--- config.mk ---
export PLATFORM = sky130hd
export DESIGN_NAME = frame_deserializer
export DESIGN_NICKNAME = d
export VERILOG_FILES = /design/src/rtl/frame_deserializer.sv
export SDC_FILE = /design/constraint.sdc
export NUM_CORES = 1
export LEC_CHECK = 0
export CORE_MARGIN = 2
export CORE_UTILIZATION = 54
export CTS_BUF_LIST = sky130_fd_sc_hd__clkbuf_16
export CTS_CLUSTER_SIZE = 8
export DETAILED_ROUTE_END_ITERATION = 16
export HOLD_SLACK_MARGIN = 0.08
export PLACE_DENSITY = 0.76
export SLEW_MARGIN = 40
export SYNTH_ARGS = -nofsm -noshare
export SYNTH_HDL_FRONTEND = slang
export SYNTH_SLANG_ARGS = --single-unit
--- constraint.sdc ---
create_clock -name clk -period 2.8 [get_ports clk]
set_input_delay 0.7 -clock clk [delete_from_list [all_inputs] [get_ports clk]]
set_output_delay 0.7 -clock clk [all_outputs]
set_load 0.02 [all_outputs]
--- src/rtl/frame_deserializer.sv ---
// Purpose: rebuild 12-bit words from the extractor's serial readout link, tag them with
//          their frame index, extract RTC min/sec and report each completed frame's peak channel.
// Latency: word_valid rises on the edge that samples the LSB. No backpressure: the link runs freely.
//
// Ports:
//   clk, reset      readout clock (rising edge), asynchronous active-low reset
//   serial_in       serial data, MSB first
//   sl_in           shift/load strobe (1 = load, 0 = shift)
//   frame_sync      1-cycle pulse, restarts the frame at word index 0
//   word_data/word_idx/word_valid   last completed word, its index, 1-cycle strobe
//   frame_done      1-cycle strobe with the last word of a frame
//   rtc_min/rtc_sec fields of the last completed word 0
//   peak_idx/peak_val   highest channel of the last completed frame
//   short_err       sticky flag: a word was cut short by an early load
module frame_deserializer #(
   parameter int WORD_W  = 12,
   parameter int N_WORDS = 16
) (
   input  logic              clk,
   input  logic              reset,
   input  logic              serial_in,
   input  logic              sl_in,
   input  logic              frame_sync,
   output logic [WORD_W-1:0] word_data,
   output logic [3:0]        word_idx,
   output logic              word_valid,
   output logic              frame_done,
   output logic [5:0]        rtc_min,
   output logic [5:0]        rtc_sec,
   output logic [3:0]        peak_idx,
   output logic [WORD_W-1:0] peak_val,
   output logic              short_err
);

   typedef enum logic [1:0] {IDLE, ARMED, SHIFT, HOLD} state_t;

   localparam logic [3:0] LAST_BIT = 4'(WORD_W - 1);
   localparam logic [3:0] LAST_IDX = 4'(N_WORDS - 1);

   state_t            state_q, state_d;
   logic [3:0]        bit_cnt_q, bit_cnt_d;
   logic [WORD_W-1:0] shreg_q, shreg_d;
   logic [3:0]        idx_q, idx_d;
   logic [WORD_W-1:0] word_data_q, word_data_d;
   logic [3:0]        word_idx_q, word_idx_d;
   logic              word_valid_q, word_valid_d;
   logic              frame_done_q, frame_done_d;
   logic [5:0]        rtc_min_q, rtc_min_d;
   logic [5:0]        rtc_sec_q, rtc_sec_d;
   logic [3:0]        peak_idx_q, peak_idx_d;
   logic [WORD_W-1:0] peak_val_q, peak_val_d;
   logic              short_err_q, short_err_d;
   logic [WORD_W-1:0] run_max_q, run_max_d;
   logic [3:0]        run_idx_q, run_idx_d;

   // combinational helpers
   logic              complete;
   logic              short_set;
   logic [WORD_W-1:0] new_word;
   logic [WORD_W-1:0] cmp_max;
   logic [3:0]        cmp_idx;

   always_comb begin
      state_d      = state_q;
      bit_cnt_d    = bit_cnt_q;
      shreg_d      = shreg_q;
      idx_d        = idx_q;
      word_data_d  = word_data_q;
      word_idx_d   = word_idx_q;
      word_valid_d = 1'b0;
      frame_done_d = 1'b0;
      rtc_min_d    = rtc_min_q;
      rtc_sec_d    = rtc_sec_q;
      peak_idx_d   = peak_idx_q;
      peak_val_d   = peak_val_q;
      short_err_d  = short_err_q;
      run_max_d    = run_max_q;
      run_idx_d    = run_idx_q;
      complete     = 1'b0;
      short_set    = 1'b0;
      new_word     = {shreg_q[WORD_W-2:0], serial_in};
      cmp_max      = run_max_q;
      cmp_idx      = run_idx_q;

      case (state_q)
         IDLE: begin
            if (sl_in) state_d = ARMED;
         end
         ARMED: begin
            if (!sl_in) begin
               // first sampled bit lands in the LSB and is shifted up to the MSB by the end
               shreg_d   = {{(WORD_W-1){1'b0}}, serial_in};
               bit_cnt_d = 4'd1;
               state_d   = SHIFT;
            end
         end
         SHIFT: begin
            if (sl_in) begin
               // early load: drop the partial word, index stays where it was
               short_set   = 1'b1;
               short_err_d = 1'b1;
               bit_cnt_d   = 4'd0;
               state_d     = ARMED;
            end else begin
               shreg_d   = new_word;
               bit_cnt_d = bit_cnt_q + 4'd1;
               if (bit_cnt_q == LAST_BIT) begin
                  complete  = 1'b1;
                  bit_cnt_d = 4'd0;
                  state_d   = HOLD;
               end
            end
         end
         HOLD: begin
            if (sl_in) state_d = ARMED;
         end
         default: state_d = IDLE;
      endcase

      if (complete) begin
         word_data_d  = new_word;
         word_idx_d   = idx_q;
         word_valid_d = 1'b1;
         idx_d        = (idx_q == LAST_IDX) ? 4'd0 : idx_q + 4'd1;
         if (idx_q == 4'd0) begin
            rtc_min_d = new_word[WORD_W-1 -: 6];
            rtc_sec_d = new_word[5:0];
         end else begin
            // strictly greater, so a tie keeps the earlier (lower) channel
            if (new_word > run_max_q) begin
               cmp_max = new_word;
               cmp_idx = idx_q;
            end
            run_max_d = cmp_max;
            run_idx_d = cmp_idx;
            if (idx_q == LAST_IDX) begin
               frame_done_d = 1'b1;
               peak_val_d   = cmp_max;
               peak_idx_d   = cmp_idx;
               run_max_d    = '0;
               run_idx_d    = 4'd0;
            end
         end
      end

      // applied last so it overrides the index advance of a coincident word
      if (frame_sync) begin
         idx_d     = 4'd0;
         run_max_d = '0;
         run_idx_d = 4'd0;
         if (!short_set) short_err_d = 1'b0;
      end
   end

   always_ff @(posedge clk or negedge reset) begin
      if (!reset) begin
         state_q      <= IDLE;
         bit_cnt_q    <= 4'd0;
         shreg_q      <= '0;
         idx_q        <= 4'd0;
         word_data_q  <= '0;
         word_idx_q   <= 4'd0;
         word_valid_q <= 1'b0;
         frame_done_q <= 1'b0;
         rtc_min_q    <= 6'd0;
         rtc_sec_q    <= 6'd0;
         peak_idx_q   <= 4'd0;
         peak_val_q   <= '0;
         short_err_q  <= 1'b0;
         run_max_q    <= '0;
         run_idx_q    <= 4'd0;
      end else begin
         state_q      <= state_d;
         bit_cnt_q    <= bit_cnt_d;
         shreg_q      <= shreg_d;
         idx_q        <= idx_d;
         word_data_q  <= word_data_d;
         word_idx_q   <= word_idx_d;
         word_valid_q <= word_valid_d;
         frame_done_q <= frame_done_d;
         rtc_min_q    <= rtc_min_d;
         rtc_sec_q    <= rtc_sec_d;
         peak_idx_q   <= peak_idx_d;
         peak_val_q   <= peak_val_d;
         short_err_q  <= short_err_d;
         run_max_q    <= run_max_d;
         run_idx_q    <= run_idx_d;
      end
   end

   assign word_data  = word_data_q;
   assign word_idx   = word_idx_q;
   assign word_valid = word_valid_q;
   assign frame_done = frame_done_q;
   assign rtc_min    = rtc_min_q;
   assign rtc_sec    = rtc_sec_q;
   assign peak_idx   = peak_idx_q;
   assign peak_val   = peak_val_q;
   assign short_err  = short_err_q;

endmodule
# Word-level counts from Yosys, hierarchy flattened

Index checks and enable logic that the tools add are counted.
Widths: inputs -> output; s select.

Register bits after elaboration: 84
Input bits: 5
Output and inout bits: 47
Logic and storage cells: 78

$add $sub $neg: 2
Order comparisons: 1
Equality and inequality tests: 10
Muxes and demuxes: 38
Bitwise gates (word level): 1
Reductions and logical operators: 11

Operators with widths:

| operator            | number |
|---|---|
| $mux 12             | 5 |
| $mux 4              | 11 |
| $mux 11             | 2 |
| $pmux 11 s2         | 1 |
| $mux 1              | 13 |
| $gt 12x12->1        | 1 |
| $reduce_and 3->1    | 3 |
| $add 4x1->4 const B | 2 |
| $eq 4x4->1 const B  | 2 |
| $mux 2              | 4 |
| $pmux 4 s2          | 1 |
| $ne 2x2->1 const B  | 3 |
| $pmux 2 s3          | 1 |
| $reduce_and 2->1    | 3 |
| $eq 2x2->1 const B  | 2 |
| $logic_not 4->1     | 1 |
| $reduce_bool 2->1   | 2 |
| $ne 3x3->1 const B  | 1 |
| $eq 2x1->1 const B  | 1 |
| $logic_not 2->1     | 1 |
| $ne 2x1->1 const B  | 1 |
| $reduce_or 2->1     | 1 |
| $not 1->1           | 1 |

# Logic depth before layout (Yosys ltp)

Gate-level depths: netlist of the first run.

Depth in word-level cells: 6
Depth in mapped cells: 12
Mapped depth without buffers: 10

# Least setup slack after synthesis of the first run

Ideal clock, no wire load.

Kind: input to register
From: input port serial_in
To: register peak_val_q[0], in the netlist peak_val[0]
Setup time: 0.104 ns
Arrival time: 2.250 ns
Required time: 2.696 ns
Path slack: 0.446 ns
Cell stages on the path: 8
Path buffers: 1
Path through: inv_1 ha_1 nor2b_1 o211ai_1 a211oi_1 o21ai_0 clkbuf_1 a221oi_1

Cells in the longest elaborated chain, start to end: 2

RTL lines:

| item                   | RTL line | source |
|---|---|---|
| start: declaration     | 21       | `input logic serial_in,` |
| $gt 12x12->1           | 130      | `if (new_word > run_max_q) begin` |
| $mux 12 (*)            | 130      |  |
| end signal: assignment | 184      | `peak_val_q <= peak_val_d;` |
| end: declaration       | 51       | `logic [WORD_W-1:0] peak_val_q, peak_val_d;` |

Mark *: on every way between the ends. The rest lies on a longest branch, timed or not.
A chain may end at the register's enable or synchronous reset.

# Worst setup path in the final report of the first run

From: input port serial_in
To: register run_max_q[9]

Cells in the longest elaborated chain, start to end: 6

RTL lines:

| item                   | RTL line | source |
|---|---|---|
| $gt 12x12->1           | 130      |  |
| $mux 12                | 130      |  |
| $mux 12                | 136      | `if (idx_q == LAST_IDX) begin` |
| $mux 12                | 125      | `if (idx_q == 4'd0) begin` |
| $mux 12                | 120      | `if (complete) begin` |
| $mux 12                | 147      | `if (frame_sync) begin` |
| end signal: assignment | 186      | `run_max_q <= run_max_d;` |
| end: declaration       | 53       | `logic [WORD_W-1:0] run_max_q, run_max_d;` |

No other way between the ends. The select of a mux whose other input is x is not followed.

==> impl_metrics.ini, run 1 <==
[cells_and_area]
drive_gt1_share_pct = 12.5
fillers = 505
seqCellArea_sq_um = 2100
areaGrowthSynthToFinish_pct = 28.0
nNetsFinal = 451
multi_input_area_sq_um = 1550
final_core_util_pct = 71.7
n_antenna_cell = 0

[route]
drt-initial-drc-count = 198
drc_errors = 0
drt-pass1-iter-count = 4
ant_nets = 0
drt-vias-per-instance = 5.53
finalWirelength_um = 8810
num_vias = 2924
avgRoutedWirePerCell_um = 16.7

[setup_path]
path_cells = clkdlybuf4s50_1, inv_1, ha_1, nor2b_1, o211ai_1, a211oi_1, buf_4, o32ai_4, a22o_1
cp-start-kind = input port
critPathBufInv = 3
cp_top_family = compound AO/OA/AOI/OAI gates
crit_type = in -> reg
endpoint_kind = flop
worstReg2RegStart = state_q[0]$_DFFE_PN0P_
cpMaxStageDelayCell = o32ai_4
cp_data_arrival_time_ns = 2.89
slowest_delay_ns = 0.67
cp-startpoint = serial_in
crit_path_max_fanout = 16
worstPathRequired_ns = 3.07

[timing]
drv_slew = 0
fin_ws_ns = 0.176
rsz0062_at_grt = false
hold_viol_final = 0
setup_violations = 0
relSlewSlack_pct = 50.6
finClkSkew_ns = 0.00686
fin_crit_ns = 2.62
tightest_slew_ns = 0.741
period_share_pct = 93.7
fmax_mhz = 381
finalSetupTns_ns = 0
whs_ns = 0.310

[synthesis]
syn_inst = 358
synth_mux_area_share_pct = 3.78
synthSimpleGateAreaFrac_pct = 14.1
ys_warn_count = 0
async_flop_share_pct = 100
syn_nets = 381
synthFlopType = dfrtp_1
synth_edf_count = 0
synth_fa_ha_area_share_pct = 5.92
synth_compound_area_share_pct = 16.4
synthTopCellsByArea = dfrtp_1 55%, a22o_1 6.2%, ha_1 5.9%
synth_top_family_by_area = compound AO/OA/AOI/OAI gates
yosysTopAreaCell = dfrtp_1
syn_area_sq_um = 3810
syn_area_per_cell_sq_um = 10.6
ys_ff_latch = 84
ys_seq_area_share_pct = 55.2
yosys.area.top_type_share_pct = 55.2
synthXorXnorAreaFrac_pct = 0.460
synth_cell_types = 44

[cts]
cts.sinks = 84
clkTransAtPathRegs_ns = 0.07
clk_latency_ns = 0.33
cts_setup_buffers = 0
cts_root_buf = clkbuf_16
cts_tree = built
htreeDepth = 3
hold_buffers = 0
cts_buffers = 9
cts_resized = 0
cts_buffer_depth = 2

[floorplanning]
start_util_pct = 56.0
core_sq_um = 6790
die_area_sq_um = 7740
row_count = 30
ioPinCount = 52
die_w_um = 88.0
fp.dieH_um = 88.0

[job]
drv_cap = 0

[power]
powerDensity_nw_per_um2 = 708
p_leak_uw = 0.00240
ir_drop_v = 0.000491
p_total_uw = 3450

[hold_path]
holdCritPathClass = in -> async

[grt]
grtUsageTotal_pct = 25.5
global_route.overflow_total = 0
grt_pass1_vias = 3020
grt_pass1_wl_um = 14900
antenna_found_initial = 0
grt_max_degree = 52

[place]
hpwl_um = 5940
pre_cts_slack_ns = -0.129
port_buffers = 51
gp_congestion = 0.845

[run_status]
status = completed
-- layout by cell type, fill, tap and decap left out, types with 10 or more instances in the layout --
cell type / Yosys / final
a21oi_1: 10 / 10
a221oi_1: 13 / 13
a22o_1: 27 / 27
buf_4: 0 / 19
clkdlybuf4s50_1: 0 / 50
dfrtp_1: 84 / 84
ha_1: 18 / 18
inv_1: 18 / 18
nand2_1: 59 / 59
nor2_1: 48 / 48
o21ai_0: 11 / 11
-- synthesized netlist by cell type (2+ instances only) --
cell type	instances
o2bb2ai_1	2
nor3_1	2
nor2_1	48
ha_1	18
nand4_1	3
a22o_1	27
nand2_1	59
nand3_1	2
a21o_1	2
mux2_1	4
a211oi_1	4
dfrtp_1	84
o21ai_0	11
nand2b_1	4
mux2_2	7
mux2i_1	2
a21oi_1	10
inv_1	18
buf_1	2
buf_6	3
nor2b_1	2
inv_2	3
clkbuf_1	8
a221oi_1	13
-- power by group --
| group | internal [uW] | switching, uW | total (uW) |
|---|---|---|---|
| clock | 695 | 500 | 1200 |
| sequential | 1270 | 85.1 | 1360 |
| combinational | 364 | 531 | 895 |
| total | 2330 | 1120 | 3450 |
-- layer usage --
layer	up-vias	global-route usage [%]	wire (um)
met5	-	0	0
met4	0	12.2	195
met3	19	3.49	247
met2	75	40.7	4330
met1	1431	34.5	4040
li1	1399	-	-
-- path summary, 6_finish.rpt --
kind / to / slack, ns / cells past startpoint
worst max-delay path: run_max_q[9]$_DFFE_PN0P_ / 0.18 / 9
worst min-delay path: word_data[10]$_DFFE_PN0P_ / 0.31 / 1
worst max register to register: run_max_q[9]$_DFFE_PN0P_ / 0.22 / 7
worst min register to register: word_data[7]$_DFFE_PN0P_ / 0.47 / 2
max in group asynchronous: word_idx[2]$_DFFE_PN0P_ / 1.87 / 2
min in group clk: word_data[7]$_DFFE_PN0P_ / 0.47 / 2
-- state kept, by name, summed over array words and instances, names as in the netlist --
register    count
peak_val       12
short_err       1
bit_cnt_q       4
frame_done      1
word_valid      1
peak_idx        4
shreg_q        11
word_idx        4
rtc_min         6
run_max_q      12
word_data      12
rtc_sec         6
state_q         2
run_idx_q       4
idx_q           4
-- cell type report --
type	count	area share (%)
clock buffers	9	4.62
clock inverters	7	1.54
inverters	21	1.62
multi-input cells	239	31.8
flip-flops and latches	84	43.1
well taps	96	2.46
repair buffers	73	14.8
-- cells by family (layout without fill, tap and decap cells) --
group | Yosys count | after routing
muxes | 13 | 13
adders and majority gates | 18 | 18
and+or+nand+nor | 128 | 128
buffers and inverters | 35 | 110
AOI/OAI and AO/OA | 78 | 78
DFF | 84 | 84
xor gates and xnor gates | 2 | 2
-- through the flow --
step / instance area [sq um] / std cells
floorplan: 3810 / 358
global placement: 4570 / 513
detailed placement: 4570 / 513
CTS: 4870 / 529
global route: 4870 / 529
finish: 4870 / 529
Power figures use the tool's default switching activity.
==> run 2, diff against run 1 <==
Settings changed: SETUP_SLACK_MARGIN set to 0.02.
==> results of run 2 <==
Same layout as run 1: the final DEF is identical, and so are final timing and power.
